$ cat config.mk
export PLATFORM = sky130hd
export DESIGN_NAME = score_tracker_flat
export DESIGN_NICKNAME = d
export VERILOG_FILES = /design/src/rtl/game_pkg.sv /design/src/rtl/score_tracker_if.sv /design/src/rtl/rise_detect.sv /design/src/rtl/score_tracker.sv /design/src/flat_wrapper.sv
export SDC_FILE = /design/constraint.sdc
export NUM_CORES = 1
export LEC_CHECK = 0
export ABC_AREA = 1
export BUFFER_PORTS_ARGS = -buffer_cell sky130_fd_sc_hd__buf_2
export CORE_MARGIN = 4
export CORE_UTILIZATION = 59
export DETAILED_ROUTE_END_ITERATION = 16
export GPL_TIMING_DRIVEN = 0
export PLACE_DENSITY = 0.79
export SLEW_MARGIN = 25
export SYNTH_ARGS = -nofsm -noshare
export SYNTH_HDL_FRONTEND = slang
export SYNTH_SLANG_ARGS = --single-unit
$ cat constraint.sdc
create_clock -name clk -period 4.8 [get_ports clk]
set_input_delay 0.24 -clock clk [delete_from_list [all_inputs] [get_ports clk]]
set_output_delay 0.24 -clock clk [all_outputs]
set_load 0.05 [all_outputs]
$ cat src/rtl/game_pkg.sv
// Shared types and constants for the score tracker: FSM state encoding,
// player identifiers, winner codes and default sizing.
package game_pkg;

   localparam int DEF_SCORE_W   = 4;
   localparam int DEF_WIN_SCORE = 10;

   // Match FSM encoding; code 2'b11 is unused and recovers to IDLE.
   typedef enum logic [1:0] {
      IDLE = 2'b00,
      PLAY = 2'b01,
      DONE = 2'b10
   } state_t;

   // Identifies which player earned the most recent single-player point.
   typedef enum logic {
      P1 = 1'b0,
      P2 = 1'b1
   } player_t;

   localparam logic [1:0] WINNER_NONE = 2'b00;
   localparam logic [1:0] WINNER_P1   = 2'b01;
   localparam logic [1:0] WINNER_P2   = 2'b10;
   localparam logic [1:0] WINNER_TIE  = 2'b11;

   // Maps "player 1 reached the target" / "player 2 reached the target"
   // onto the winner output code.
   function automatic logic [1:0] winner_code(input logic p1_won, input logic p2_won);
      logic [1:0] code;
      code = WINNER_NONE;
      if (p1_won && p2_won) begin
         code = WINNER_TIE;
      end else if (p1_won) begin
         code = WINNER_P1;
      end else if (p2_won) begin
         code = WINNER_P2;
      end
      return code;
   endfunction

endpackage

$ cat src/rtl/score_tracker_if.sv
// Bundle of the game-FSM facing signals of the score tracker.
// The master side is the game FSM (or a testbench); the slave side is the tracker.
interface score_tracker_if
   import game_pkg::*;
#(
   parameter int SCORE_W = DEF_SCORE_W
);

   logic               start;
   logic [1:0]         sum;
   logic [2:0]         boison;
   logic [SCORE_W-1:0] score1;
   logic [SCORE_W-1:0] score2;
   logic               finish;
   logic [1:0]         winner;
   logic [1:0]         state;

   modport master (
      output start,
      output sum,
      output boison,
      input  score1,
      input  score2,
      input  finish,
      input  winner,
      input  state
   );

   modport slave (
      input  start,
      input  sum,
      input  boison,
      output score1,
      output score2,
      output finish,
      output winner,
      output state
   );

endinterface

$ cat src/rtl/rise_detect.sv
// Per-bit rising-edge detector: a bit rises when it is 1 now and was 0 at
// the previous clock edge. History clears on synchronous reset, so a level
// already high when reset releases counts as a fresh rise.
module rise_detect #(
   parameter int WIDTH = 1
) (
   input  logic             clk,
   input  logic             rst,
   input  logic [WIDTH-1:0] din,
   output logic [WIDTH-1:0] rise
);

   logic [WIDTH-1:0] history;

   // Remember the input level sampled at each edge.
   always_ff @(posedge clk) begin
      if (rst) begin
         history <= '0;
      end else begin
         history <= din;
      end
   end

   assign rise = din & ~history;

endmodule

$ cat src/rtl/score_tracker.sv
// Two-player score tracker. Point requests arrive as levels on sum; only
// their rising edges count. A bonus (nonzero boison after zero) goes to the
// most recent single scorer. Scores saturate at WIN_SCORE, which ends the match.
module score_tracker
   import game_pkg::*;
#(
   parameter int SCORE_W   = DEF_SCORE_W,
   parameter int WIN_SCORE = DEF_WIN_SCORE
) (
   input  logic           clk,
   input  logic           rst,
   score_tracker_if.slave bus
);

   // Three spare bits cover a point (1) plus the largest bonus (7) on top of any score.
   localparam int SUM_W = SCORE_W + 3;
   localparam logic [SUM_W-1:0]   WIN_WIDE   = SUM_W'(WIN_SCORE);
   localparam logic [SCORE_W-1:0] WIN_NARROW = SCORE_W'(WIN_SCORE);

   state_t             state_q,  state_d;
   logic [SCORE_W-1:0] score1_q, score1_d;
   logic [SCORE_W-1:0] score2_q, score2_d;
   logic               finish_q, finish_d;
   logic [1:0]         winner_q, winner_d;
   player_t            last_q,   last_d;

   logic [1:0]         sum_rise;
   logic               boison_nz;
   logic               bonus_rise;

   logic [SUM_W-1:0]   bonus_val;
   logic [SUM_W-1:0]   add1;
   logic [SUM_W-1:0]   add2;
   logic [SUM_W-1:0]   wide1;
   logic [SUM_W-1:0]   wide2;
   logic [SCORE_W-1:0] sat1;
   logic [SCORE_W-1:0] sat2;
   logic               reach1;
   logic               reach2;

   rise_detect #(.WIDTH(2)) u_sum_rise (
      .clk  (clk),
      .rst  (rst),
      .din  (bus.sum),
      .rise (sum_rise)
   );

   assign boison_nz = |bus.boison;

   rise_detect #(.WIDTH(1)) u_bonus_rise (
      .clk  (clk),
      .rst  (rst),
      .din  (boison_nz),
      .rise (bonus_rise)
   );

   // Work out the candidate scores for this cycle and the next FSM state.
   always_comb begin
      state_d  = state_q;
      score1_d = score1_q;
      score2_d = score2_q;
      finish_d = finish_q;
      winner_d = winner_q;
      last_d   = last_q;

      bonus_val = bonus_rise ? SUM_W'(bus.boison) : '0;
      add1      = SUM_W'(sum_rise[0]);
      add2      = SUM_W'(sum_rise[1]);

      if (sum_rise == 2'b01) begin
         add1 = add1 + bonus_val;
      end else if (sum_rise == 2'b10) begin
         add2 = add2 + bonus_val;
      end else if (sum_rise == 2'b00) begin
         if (last_q == P1) begin
            add1 = bonus_val;
         end else begin
            add2 = bonus_val;
         end
      end

      wide1  = {3'b000, score1_q} + add1;
      wide2  = {3'b000, score2_q} + add2;
      sat1   = (wide1 >= WIN_WIDE) ? WIN_NARROW : wide1[SCORE_W-1:0];
      sat2   = (wide2 >= WIN_WIDE) ? WIN_NARROW : wide2[SCORE_W-1:0];
      reach1 = (sat1 == WIN_NARROW);
      reach2 = (sat2 == WIN_NARROW);

      case (state_q)
         IDLE: begin
            if (bus.start) begin
               state_d  = PLAY;
               score1_d = '0;
               score2_d = '0;
               finish_d = 1'b0;
               winner_d = WINNER_NONE;
            end
         end
         PLAY: begin
            if (bus.start) begin
               score1_d = '0;
               score2_d = '0;
               finish_d = 1'b0;
               winner_d = WINNER_NONE;
            end else begin
               score1_d = sat1;
               score2_d = sat2;
               if (sum_rise == 2'b01) begin
                  last_d = P1;
               end else if (sum_rise == 2'b10) begin
                  last_d = P2;
               end
               if (reach1 || reach2) begin
                  state_d  = DONE;
                  finish_d = 1'b1;
                  winner_d = winner_code(reach1, reach2);
               end
            end
         end
         DONE: begin
            if (bus.start) begin
               state_d  = PLAY;
               score1_d = '0;
               score2_d = '0;
               finish_d = 1'b0;
               winner_d = WINNER_NONE;
            end
         end
         default: begin
            state_d  = IDLE;
            score1_d = '0;
            score2_d = '0;
            finish_d = 1'b0;
            winner_d = WINNER_NONE;
         end
      endcase
   end

   // All tracker registers; reset wins over every other input.
   always_ff @(posedge clk) begin
      if (rst) begin
         state_q  <= IDLE;
         score1_q <= '0;
         score2_q <= '0;
         finish_q <= 1'b0;
         winner_q <= WINNER_NONE;
         last_q   <= P1;
      end else begin
         state_q  <= state_d;
         score1_q <= score1_d;
         score2_q <= score2_d;
         finish_q <= finish_d;
         winner_q <= winner_d;
         last_q   <= last_d;
      end
   end

   assign bus.score1 = score1_q;
   assign bus.score2 = score2_q;
   assign bus.finish = finish_q;
   assign bus.winner = winner_q;
   assign bus.state  = state_q;

endmodule
$ cat src/flat_wrapper.sv
// flat-port wrapper written by rule: the top's interface ports become plain ports
module score_tracker_flat import game_pkg::*;
#(
   parameter int SCORE_W   = DEF_SCORE_W,
   parameter int WIN_SCORE = DEF_WIN_SCORE
)
  (clk, rst, bus_start, bus_sum, bus_boison, bus_score1, bus_score2, bus_finish, bus_winner, bus_state);
  score_tracker_if #(.SCORE_W(SCORE_W)) bus_i ();
  input  logic clk;
  input  logic rst;
  input wire logic [$bits(bus_i.start)-1:0] bus_start;
  input wire logic [$bits(bus_i.sum)-1:0] bus_sum;
  input wire logic [$bits(bus_i.boison)-1:0] bus_boison;
  output wire logic [$bits(bus_i.score1)-1:0] bus_score1;
  output wire logic [$bits(bus_i.score2)-1:0] bus_score2;
  output wire logic [$bits(bus_i.finish)-1:0] bus_finish;
  output wire logic [$bits(bus_i.winner)-1:0] bus_winner;
  output wire logic [$bits(bus_i.state)-1:0] bus_state;
  assign bus_i.start = bus_start;
  assign bus_i.sum = bus_sum;
  assign bus_i.boison = bus_boison;
  assign bus_score1 = bus_i.score1;
  assign bus_score2 = bus_i.score2;
  assign bus_finish = bus_i.finish;
  assign bus_winner = bus_i.winner;
  assign bus_state = bus_i.state;
  score_tracker #(.SCORE_W(SCORE_W), .WIN_SCORE(WIN_SCORE)) u_core (.clk(clk), .rst(rst), .bus(bus_i));
endmodule
; ---- After elaboration in Yosys (flattened, before gate mapping)
; Cells that the tools add are included.
[op_classes]
add_sub_neg = 4
n_lt_le_gt_ge = 2
eq_ne = 10
mux = 33
bitwise_logic = 5
reduce_logical = 10
[op_table]
columns = operator, n
row1 = 2-to-1 mux 7 bit, 8
row2 = 2-to-1 mux 4 bit, 5
row3 = 2-to-1 mux 2 bit, 9
row4 = case mux 4 bit (2 select lines), 2
row5 = adder 1 x 7 -> 7 bit, 2
row6 = adder 4 x 7 -> 7 bit, 2
row7 = "greater-or-equal comparator 7 x 4 -> 1 bit, second input constant", 2
row8 = "equality test 4 bit, second input constant", 2
row9 = case mux 2 bit (2 select lines), 2
row10 = AND reduction 3 bit, 2
row11 = 2-to-1 mux 1 bit, 5
row12 = "equality test 2 x 1 -> 1 bit, second input constant", 2
row13 = "equality test 2 bit, second input constant", 2
row14 = zero test 2 bit, 2
row15 = "!= test 2 x 1 -> 1 bit, second input constant", 2
row16 = 2-to-1 mux 3 bit, 1
row17 = "!= test 3 x 2 -> 1 bit, second input constant", 1
row18 = OR reduction 3 bit, 1
row19 = AND 2 bit, 1
row20 = "!= test 2 bit, second input constant", 1
row21 = NOT 1 bit, 2
row22 = NOT 2 bit, 1
row23 = case mux 1 bit (2 select lines), 1
row24 = AND reduction 2 bit, 1
row25 = other kinds (5), 5
[totals]
reg_bits = 17
in_bits = 8
output_inout_bits = 13
elab_cells = 72

; ---- Logic depth before layout (Yosys ltp)
; Gate-level depths: netlist of run 1.
[logic_depth]
depth_word = 17
mapped_depth = 20

; ---- Modules after synthesis
; A second synthesis of run 1 with hierarchy kept.
[unflattened]
hier_cells = 177
area_unflattened_um2 = 1249.9
[by_module_without_submodules]
columns = mod, instances, cells_per_inst, area_per_inst_um2
row1 = score_tracker, 1, 165, 1156.1
row2 = rise_detect (u_core.u_sum_rise), 1, 8, 62.6
row3 = rise_detect (u_core.u_bonus_rise), 1, 4, 31.3

; ---- Least setup slack after synthesis of run 1
; OpenSTA, ideal clock, no wires.
[synth_timing]
kind = register to register
start = register u_core.u_sum_rise.history[0]
end = register u_core.winner_q[0], in the netlist u_core.bus.winner[0]
arrival_time_ps = 2580
slack_ps = 2154
path_stages_with_launch = 20
path_buffers = 0
synth_period_minus_slack_ps = 2646
path_cell_list = dfxtp_1 -> nor2_1 -> inv_1 -> ha_1 -> inv_1 -> nand3_1 -> nand2_1 -> o22ai_1 -> a21oi_1 -> ha_1 -> inv_1 -> fa_1 -> xnor2_1 -> nor2_1 -> nand2_1 -> nand2_2 -> nand3_2 -> nand2_2 -> nand2_1 -> a21oi_2
[synth_between]
elab_chain_len = 15
word_cells_on_any_way = 30
cone_classes = 3 x add/sub / 2 x order compare / 5 x eq/ne / 14 x mux / 2 x bitwise / 4 x reduce/logical
[synth_lines]
columns = item, line
row1 = start: declaration, rise_detect.sv:13  ; logic [WIDTH-1:0] history;
row2 = start signal: assignment, rise_detect.sv:20  ; history <= din;
row3 = NOT 2 bit *, rise_detect.sv:24  ; assign rise = din & ~history;
row4 = AND 2 bit *, rise_detect.sv:24
row5 = "parallel branches: the longest is 13 deep, another holds adder 1 x 7 -> 7 bit", n/a
row6 = end signal: assignment, score_tracker.sv:153  ; winner_q <= winner_d;
row7 = end: declaration, score_tracker.sv:24  ; logic [1:0] winner_q, winner_d;
; Mark *: on every way between the ends. The select of a mux whose other input is x is not followed.
; A chain may end at the register's enable or synchronous reset.

; ---- Final worst setup path of run 1
[layout_timing]
start = register u_core.u_sum_rise.history[0]
end = register u_core.winner_q[1], in the netlist u_core.bus.winner[1]
[layout_between]
elab_chain_len = 16
word_cells_on_any_way = 31
cone_classes = 3 x add/sub / 2 x order compare / 5 x eq/ne / 15 x mux / 2 x bitwise / 4 x reduce/logical
[layout_lines]
columns = item, line
row1 = NOT 2 bit *, rise_detect.sv:24
row2 = AND 2 bit *, rise_detect.sv:24
row3 = "parallel branches: the longest is 14 deep, another holds adder 1 x 7 -> 7 bit", n/a
; Marks and branches as above.

==> impl_metrics.ini, run 1 <==
[clock_tree]
htreeDepth = 1
clk_pin_slew_ns = 0.11
cts_setup_buffers = 0
cts.repair.resized = 0
cts_buffers = 3
clkLatencyLatePin_ns = 0.29
clockRootBuffer = clkbuf_4
cts_hold_buf = 0
clock-sinks = 17
clockBufferDepth = 2
tritoncts = built

[floorplan]
ios = 21
fp.dieH_um = 53.8
dieWidth_um = 53.8
core_um2 = 1980
rows = 16
initial_core_util = 0.626
dieArea_um2 = 2900

[grt]
grt_pass1_wl_um = 4560
antenna_found_initial = 0
grt_pass1_vias = 1064
grt-ovfl-total = 0
grt_usage = 0.216
grt_max_degree = 11

[power]
leakage_nw = 0.738
max-vdd-ir-drop_mv = 0.242
power_density_nw_per_um2 = 208

[yosys]
seq_area_frac_synth = 0.274
syn-num-nets = 201
synth.distinct_cells = 23
postSynthCellCount = 176
synth-warning-count = 0
syn_area_per_cell_um2 = 7.05
netlist_area_um2 = 1240
ys_ff_latch = 17

[routing]
routed-via-count = 1178
first_iter_violations = 23
wl_per_cell_um = 12.0
ant_nets = 0
route.detailed.drc = 0
via_per_inst = 5.21
routed_wirelength_um = 2720
first_pass_iters = 4

[sta]
rsz0062_at_grt = false
hold_slack_ns = 0.155
final-setup-viol-count = 0
clock.fmax_ghz = 0.316
slew_headroom = 0.543
finalSetupTns_ns = 0
clock_skew_ns = 0.00597
min_period_ns = 3.16
fin_crit_sh = 0.659
tightest_slew_ns = 0.683
hold_viol_final = 0
maxSlewViolCount = 0

[run_status]
status = finished clean

[worst_setup_path]
path_class = flop to flop
cp_max_fo = 7
cp.arrival_ns = 3.40
start_kind = flop
cp.required_ns = 5.04
cp-end-kind = flop

[layout]
drive_above_1_share = 0.176
finalNetCount = 225
antenna_cells = 0
syn_to_final_growth_pct = 12.6
final_area_um2 = 1400

[placed_design]
place.gp.congestion = 0.883
post_dp_cell_area_um2 = 1370
dp_hpwl_um = 2200
portBuffers = 19

[hold_path]
hold_path_class = primary input to flop

[job]
cap_violations = 0
[power breakdown]
part / switching, mW / internal (mW) / total, mW
registers: 0.00233 / 0.145 / 0.147
logic: 0.0430 / 0.0211 / 0.0641
clock network: 0.0476 / 0.0310 / 0.0787
total: 0.0930 / 0.197 / 0.290
[cell usage after synthesis]
| library cell | number | area [µm²] |
|---|---|---|
| nor2_1 | 20 | 75.1 |
| nand3_2 | 3 | 30.0 |
| nand2_2 | 2 | 12.5 |
| nand3b_1 | 1 | 7.51 |
| o21ai_0 | 3 | 15.0 |
| nand2_1 | 38 | 143 |
| nand3_1 | 15 | 75.1 |
| nand2_4 | 1 | 11.3 |
| a21oi_1 | 19 | 95.1 |
| or2_1 | 1 | 6.26 |
| nor3_1 | 1 | 5.00 |
| clkbuf_2 | 1 | 5.00 |
| buf_6 | 1 | 11.3 |
| inv_1 | 25 | 93.8 |
| xnor2_1 | 1 | 8.76 |
| dfxtp_1 | 17 | 340 |
| a21oi_2 | 3 | 26.3 |
| a22oi_1 | 3 | 22.5 |
| o22ai_1 | 2 | 12.5 |
| buf_4 | 1 | 7.51 |
| xor2_1 | 1 | 8.76 |
| ha_1 | 15 | 188 |
| fa_1 | 2 | 40.0 |
[logic make-up after synthesis]
group,share of synthesized area
xor+xnor,0.0141
simple gates,0.295
buf+inv,0.0949
flops,0.274
compound gates,0.138
fa+ha+maj,0.184
[cell type report]
cell class	count	area, µm²
buffer	3	23.8
clock buffer	3	22.5
tap	27	33.8
timing repair buffer	19	95.1
sequential	17	340
fill	183	586
clock inverter	1	5.00
multi-input combinational	131	782
inverter	25	93.8
[routing by layer]
metal / wire [µm] / share of wire / GRT usage / up-vias
li1: - / - / - / 620
met1: 1230 / 0.45 / 0.268 / 532
met2: 1370 / 0.50 / 0.373 / 22
met3: 88 / 0.032 / 0.0305 / 4
met4: 33 / 0.012 / 0.0851 / 0
met5: 0 / 0 / 0 / -
[final timing paths]
path / cells past startpoint / endpoint / slack (ns) / start
max: 19 / u_core.bus.winner[1]$_SDFFE_PP0P_ / 1.64 / u_core.u_sum_rise.history[0]$_SDFF_PP0_
min: 3 / u_core.u_sum_rise.history[1]$_SDFF_PP0_ / 0.15 / bus_sum[1]
max reg2reg: 19 / u_core.bus.winner[1]$_SDFFE_PP0P_ / 1.64 / u_core.u_sum_rise.history[0]$_SDFF_PP0_
min reg2reg: 2 / u_core.bus.finish$_SDFFE_PP0P_ / 0.47 / u_core.bus.finish$_SDFFE_PP0P_
[worst max-delay path, cell delays in order (launching register included)]
cell,delay [ns]
dfxtp_1,0.31
nor2_1,0.27
inv_1,0.12
ha_1,0.29
inv_1,0.12
nand3_1,0.12
nand2_1,0.11
o22ai_1,0.07
a21oi_1,0.19
ha_1,0.22
inv_1,0.06
fa_1,0.40
xnor2_1,0.17
nor2_1,0.09
nand2_1,0.08
nand2_2,0.12
nand3_2,0.08
nand2_2,0.08
nand2_1,0.08
a21oi_2,0.12
[placed cells by master, fill, tap and decap left out, drive strengths merged]
master and count:
xnor2 1, a22oi 3, a21oi 22, nand2 41
xor2 1, fa 2, o22ai 2, or2 1
nor2 20, nand3 18, inv 25, buf 21
clkbuf 4, o21ai 3, nand3b 1, dfxtp 17
ha 15, clkinv 1, nor3 1
[through the flow]
step / util / power (mW) / worst slack (ns) / instances
after floorplan: - / 0.198 / 2.15 / 176
after global placement: 0.691 / 0.211 / 1.77 / 222
after detailed placement: 0.691 / 0.214 / 1.63 / 222
after CTS: 0.705 / 0.291 / 1.65 / 226
after global routing: 0.705 / 0.308 / 1.44 / 226
final: 0.705 / 0.290 / 1.64 / 226
[flip-flops by register name, indices dropped and copies added, names as in the netlist]
| name | flops |
|---|---|
| u_core.bus.score1 | 4 |
| u_core.bus.score2 | 4 |
| u_core.bus.finish | 1 |
| u_core.bus.state | 2 |
| u_core.u_sum_rise.history | 2 |
| u_core.u_bonus_rise.history | 1 |
| u_core.bus.winner | 2 |
| u_core.last_q | 1 |
No activity file was read; power rests on OpenSTA's default activity.
==> inputs of run 2 (changes only) <==
--- a/config.mk
+++ b/config.mk
@@ -8,10 +8,10 @@
 export ABC_AREA = 1
 export BUFFER_PORTS_ARGS = -buffer_cell sky130_fd_sc_hd__buf_2
 export CORE_MARGIN = 4
-export CORE_UTILIZATION = 59
+export CORE_UTILIZATION = 55
 export DETAILED_ROUTE_END_ITERATION = 16
 export GPL_TIMING_DRIVEN = 0
-export PLACE_DENSITY = 0.79
+export PLACE_DENSITY = 0.74
 export SLEW_MARGIN = 25
 export SYNTH_ARGS = -nofsm -noshare
 export SYNTH_HDL_FRONTEND = slang
==> constraint.sdc (replaced) <==
create_clock -name clk -period 3.26 [get_ports clk]
set_input_delay 0.163 -clock clk [delete_from_list [all_inputs] [get_ports clk]]
set_output_delay 0.163 -clock clk [all_outputs]
set_load 0.05 [all_outputs]
==> run 2 against run 1 <==
Effect of this change: via count up 0.68%; largest power group unchanged; non-clock buffer count unchanged; global-route usage down 4.2 points; critical path type unchanged; critical path depth down 1; count of clock-buffer cells in the layout unchanged; sequential power up 48%.
==> impl_metrics.ini, run 2 (synthesis results as in run 1) <==
[worst_setup_path]
path_buf_inv = 3
path_cells = nor2_2, inv_1, ha_1, inv_1, nand3_1, nand2_1, o22ai_1, a21oi_1, ha_1, inv_1, fa_1, xnor2_1, nor2_1, nand2_1, nand2_2, nand2_1, nand2_1, a21oi_2
path_class = flop to flop
critPathMostFrequentCell = nand2_1
reg2reg_slack_ns = 0.30
timing.critical_path.max_delay_family = adder cells
cp.required_ns = 3.49
critical_path.slowest_cell = fa_1
slowest_delay_ns = 0.40
start_kind = flop
cp_max_fo = 7
cp.arrival_ns = 3.19
cp-end-kind = flop

[sta]
clock.fmax_ghz = 0.337
hold_viol_final = 0
slew_headroom = 0.540
min_period_ns = 2.96
fin_crit_sh = 0.909
tightest_slew_ns = 0.688
finalSetupTns_ns = 0
rsz0062_at_grt = false
final-setup-viol-count = 0
clock_skew_ns = 0.00753
maxSlewViolCount = 0

[floorplan]
rows = 16
ios = 21
dieArea_um2 = 3080
initial_core_util = 0.607
dieWidth_um = 55.5
fp.dieH_um = 55.5
core_um2 = 2040

[placed_design]
portBuffers = 19
post_dp_cell_area_um2 = 1370
place.gp.congestion = 0.822
dp_hpwl_um = 2140
place_inst = 222

[clock_tree]
htreeDepth = 1
tritoncts = built
clockRootBuffer = clkbuf_4
cts_hold_buf = 0
clk_pin_slew_ns = 0.10
clock-sinks = 17
clkLatencyLatePin_ns = 0.30
cts_buffers = 3
clockBufferDepth = 2

[power]
leakage_nw = 0.738
max-vdd-ir-drop_mv = 0.234
power_density_nw_per_um2 = 305

[routing]
routed_wirelength_um = 2690
wl_per_cell_um = 11.9
ant_nets = 0
route.detailed.drc = 0
routed-via-count = 1186
first_pass_iters = 4
via_per_inst = 5.25
first_iter_violations = 27

[job]
cap_violations = 0

[layout]
finalNetCount = 225
final_util = 0.685
drive_above_1_share = 0.181
fin_cells = 226
syn_to_final_growth_pct = 12.8
final_area_um2 = 1400
layout_commonest_cell = nand2_1
antenna_cells = 0
final_cell_mix = nand2_1, inv_1, nor2_1, a21oi_1, buf_2

[grt]
grt_pass1_wl_um = 4330
grt-ovfl-total = 0
antenna_found_initial = 0
grt_usage = 0.175
grt_pass1_vias = 1039
grt_max_degree = 11

[run_status]
status = finished clean

[hold_path]
hold_path_class = primary input to flop
-- run 2: final timing paths --
path	from	endpoint	cells after the start
worst max register to register	u_core.u_sum_rise.history[0]$_SDFF_PP0_	u_core.bus.finish$_SDFFE_PP0P_	18
worst min register to register	u_core.bus.winner[0]$_SDFFE_PP0P_	u_core.bus.winner[0]$_SDFFE_PP0P_	2
worst min-delay path	bus_sum[1]	u_core.u_sum_rise.history[1]$_SDFF_PP0_	3
worst max-delay path	u_core.u_sum_rise.history[0]$_SDFF_PP0_	u_core.bus.finish$_SDFFE_PP0P_	18
-- run 2: routing by layer --
| layer | up-vias | global-route usage | part of all wire |
|---|---|---|---|
| met1 | 535 | 0.220 | 0.47 |
| met3 | 4 | 0.0303 | 0.036 |
| met5 | - | 0 | 0 |
| li1 | 620 | - | - |
| met4 | 0 | 0.0625 | 0.0097 |
| met2 | 27 | 0.297 | 0.48 |
-- run 2: report_power, final --
group,leakage [nW],switching (mW),internal (mW)
clock network,0.0177,0.0708,0.0457
logic,0.582,0.0626,0.0314
registers,0.138,0.00371,0.213
total,0.738,0.137,0.290
-- run 2: layout make-up --
type,instances,area (µm²)
Multi-Input combinational cell,131,785
Timing Repair Buffer,19,95.1
Tap cell,27,33.8
Fill cell,205,643
Clock inverter,1,5.00
Buffer,3,23.8
Clock buffer,3,22.5
Sequential cell,17,340
Inverter,25,93.8
-- run 2: timing repair --
item                                    4_1_cts  5_1_grt
endpoints found under the setup margin        0        2
resized for setup                             0        1
buffers inserted                              0        0
hold endpoints to repair                      0        0
-- run 2: worst reg2reg max path, stage by stage (launching register included) --
cell and delay (ns):
dfxtp_1 0.32, nor2_2 0.20, inv_1 0.10, ha_1 0.28
inv_1 0.12, nand3_1 0.10, nand2_1 0.09, o22ai_1 0.07
a21oi_1 0.16, ha_1 0.22, inv_1 0.06, fa_1 0.40
xnor2_1 0.23, nor2_1 0.06, nand2_1 0.09, nand2_2 0.09
nand2_1 0.10, nand2_1 0.09, a21oi_2 0.14
-- run 2: per-stage QoR --
stage / hold WS (ns) / setup slack, ns / total power, mW
global route: 0.0956 / 0.0567 / 0.451
CTS: 0.0763 / 0.169 / 0.430
finish: 0.0855 / 0.297 / 0.427
global placement: 0.376 / 0.283 / 0.311
floorplan: 0.288 / 0.614 / 0.292
detailed placement: 0.386 / 0.206 / 0.315
==> inputs of run 3 (changes only) <==
==> constraint.sdc (replaced) <==
create_clock -name clk -period 3.2 [get_ports clk]
set_input_delay 0.16 -clock clk [delete_from_list [all_inputs] [get_ports clk]]
set_output_delay 0.16 -clock clk [all_outputs]
set_load 0.05 [all_outputs]
==> run 3 against run 2 <==
Effect of this change: worst hold slack worse by 0.0051 ns; global-route usage stayed put; via count up 0.25%; final cell count stayed put; clock power is 3% higher; largest power group unchanged; die area unchanged; wire length up 0.30%.
==> impl_metrics.ini, run 3 (synthesis results as in run 1) <==
[run_status]
status = finished clean

[layout]
finalNetCount = 225
seq_area_um2 = 340
fillers = 204
layout_commonest_cell = nand2_1
antenna_cells = 0
syn_to_final_growth_pct = 13.0
multiInputGateArea_um2 = 787
final_area_um2 = 1400
final_cell_mix = nand2_1, inv_1, nor2_1, a21oi_1, buf_2
drive_above_1_share = 0.186

[routing]
first_iter_violations = 28
routed-via-count = 1189
via_per_inst = 5.26
ant_nets = 0
wl_per_cell_um = 11.9
route.detailed.drc = 0
first_pass_iters = 4
routed_wirelength_um = 2700

[worst_setup_path]
reg2reg_slack_ns = 0.31
path_class = flop to flop
cp.arrival_ns = 3.13
start_kind = flop
cp-end-kind = flop
cp.required_ns = 3.43
cp_max_fo = 7

[placed_design]
post_dp_cell_area_um2 = 1370
portBuffers = 19
pre_cts_slack_ns = 0.146
place.gp.congestion = 0.822
dp_hpwl_um = 2140

[sta]
slew_headroom = 0.539
finalSetupTns_ns = 0
clock_skew_ns = 0.00830
setup_slack_ns = 0.306
tightest_slew_ns = 0.689
min_period_ns = 2.89
fin_crit_sh = 0.904
rsz0062_at_grt = false
hold_viol_final = 0
clock.fmax_ghz = 0.345
final-setup-viol-count = 0
maxSlewViolCount = 0

[clock_tree]
tritoncts = built
cts.repair.resized = 0
clkLatencyLatePin_ns = 0.30
cts_hold_buf = 0
htreeDepth = 1
cts_setup_buffers = 0
cts_buffers = 3
clockBufferDepth = 2
clockRootBuffer = clkbuf_4
clock-sinks = 17
clk_pin_slew_ns = 0.10

[floorplan]
dieArea_um2 = 3080
rows = 16
dieWidth_um = 55.5
core_um2 = 2040
fp.dieH_um = 55.5
initial_core_util = 0.607
ios = 21

[grt]
grt_pass1_wl_um = 4330
grt_usage = 0.175
grt-ovfl-total = 0
antenna_found_initial = 0
grt_pass1_vias = 1039
grt_max_degree = 11

[power]
max-vdd-ir-drop_mv = 0.238
leakage_nw = 0.737
pwr-share-seq = 0.506
power.switching_mw = 0.141
p_clk_frac = 0.274
power_density_nw_per_um2 = 311
p_sw_frac = 0.322
intPower_mw = 0.296
comb_power_share = 0.220

[job]
cap_violations = 0

[hold_path]
hold_path_class = primary input to flop
run 3: worst paths after layout:
kind	startpoint	end	cells after the start
worst min register to register	u_core.bus.winner[0]$_SDFFE_PP0P_	u_core.bus.winner[0]$_SDFFE_PP0P_	2
worst max-delay path	u_core.u_sum_rise.history[0]$_SDFF_PP0_	u_core.bus.finish$_SDFFE_PP0P_	18
worst max register to register	u_core.u_sum_rise.history[0]$_SDFF_PP0_	u_core.bus.finish$_SDFFE_PP0P_	18
worst min-delay path	bus_sum[1]	u_core.u_sum_rise.history[1]$_SDFF_PP0_	3
run 3: through the flow:
stage	total power, mW	hold WS, ns	cells	utilization
2_1_floorplan	0.297	0.285	176	-
3_3_place_gp	0.317	0.373	222	0.670
3_5_place_dp	0.320	0.383	222	0.670
4_1_cts	0.438	0.0733	226	0.684
5_1_grt	0.459	0.0926	226	0.686
6_report	0.436	0.0804	226	0.686
run 3: worst max-delay path, stage by stage, from the launching register on:
cell     delay (ns)
dfxtp_1        0.32
nor2_2         0.19
inv_1          0.10
ha_2           0.23
inv_1          0.10
nand3_1        0.10
nand2_1        0.09
o22ai_1        0.07
a21oi_1        0.16
ha_1           0.22
inv_1          0.06
fa_1           0.40
xnor2_1        0.23
nor2_1         0.06
nand2_1        0.09
nand2_2        0.09
nand2_1        0.10
nand2_1        0.09
a21oi_2        0.14
run 3: area by class of cell:
type | instances | area share
Multi-Input combinational cell | 131 | 0.562
Clock buffer | 3 | 0.0161
Tap cell | 27 | 0.0241
Inverter | 25 | 0.0670
Buffer | 3 | 0.0170
Sequential cell | 17 | 0.243
Timing Repair Buffer | 19 | 0.0679
Clock inverter | 1 | 0.00357
run 3: metal layers:
| metal | vias to the layer above | global-route usage | wire (µm) |
|---|---|---|---|
| met5 | - | 0 | 0 |
| met4 | 0 | 0.0625 | 39 |
| met3 | 5 | 0.0303 | 99 |
| met2 | 29 | 0.297 | 1300 |
| met1 | 537 | 0.220 | 1260 |
| li1 | 618 | - | - |
run 3: power groups by stage:
stage / clock network (mW) / logic, mW / registers, mW
floorplan: 0 / 0.0635 / 0.234
global placement: 0 / 0.0919 / 0.225
detailed placement: 0 / 0.0950 / 0.225
CTS: 0.122 / 0.0954 / 0.221
global route: 0.130 / 0.108 / 0.221
finish: 0.120 / 0.0960 / 0.221
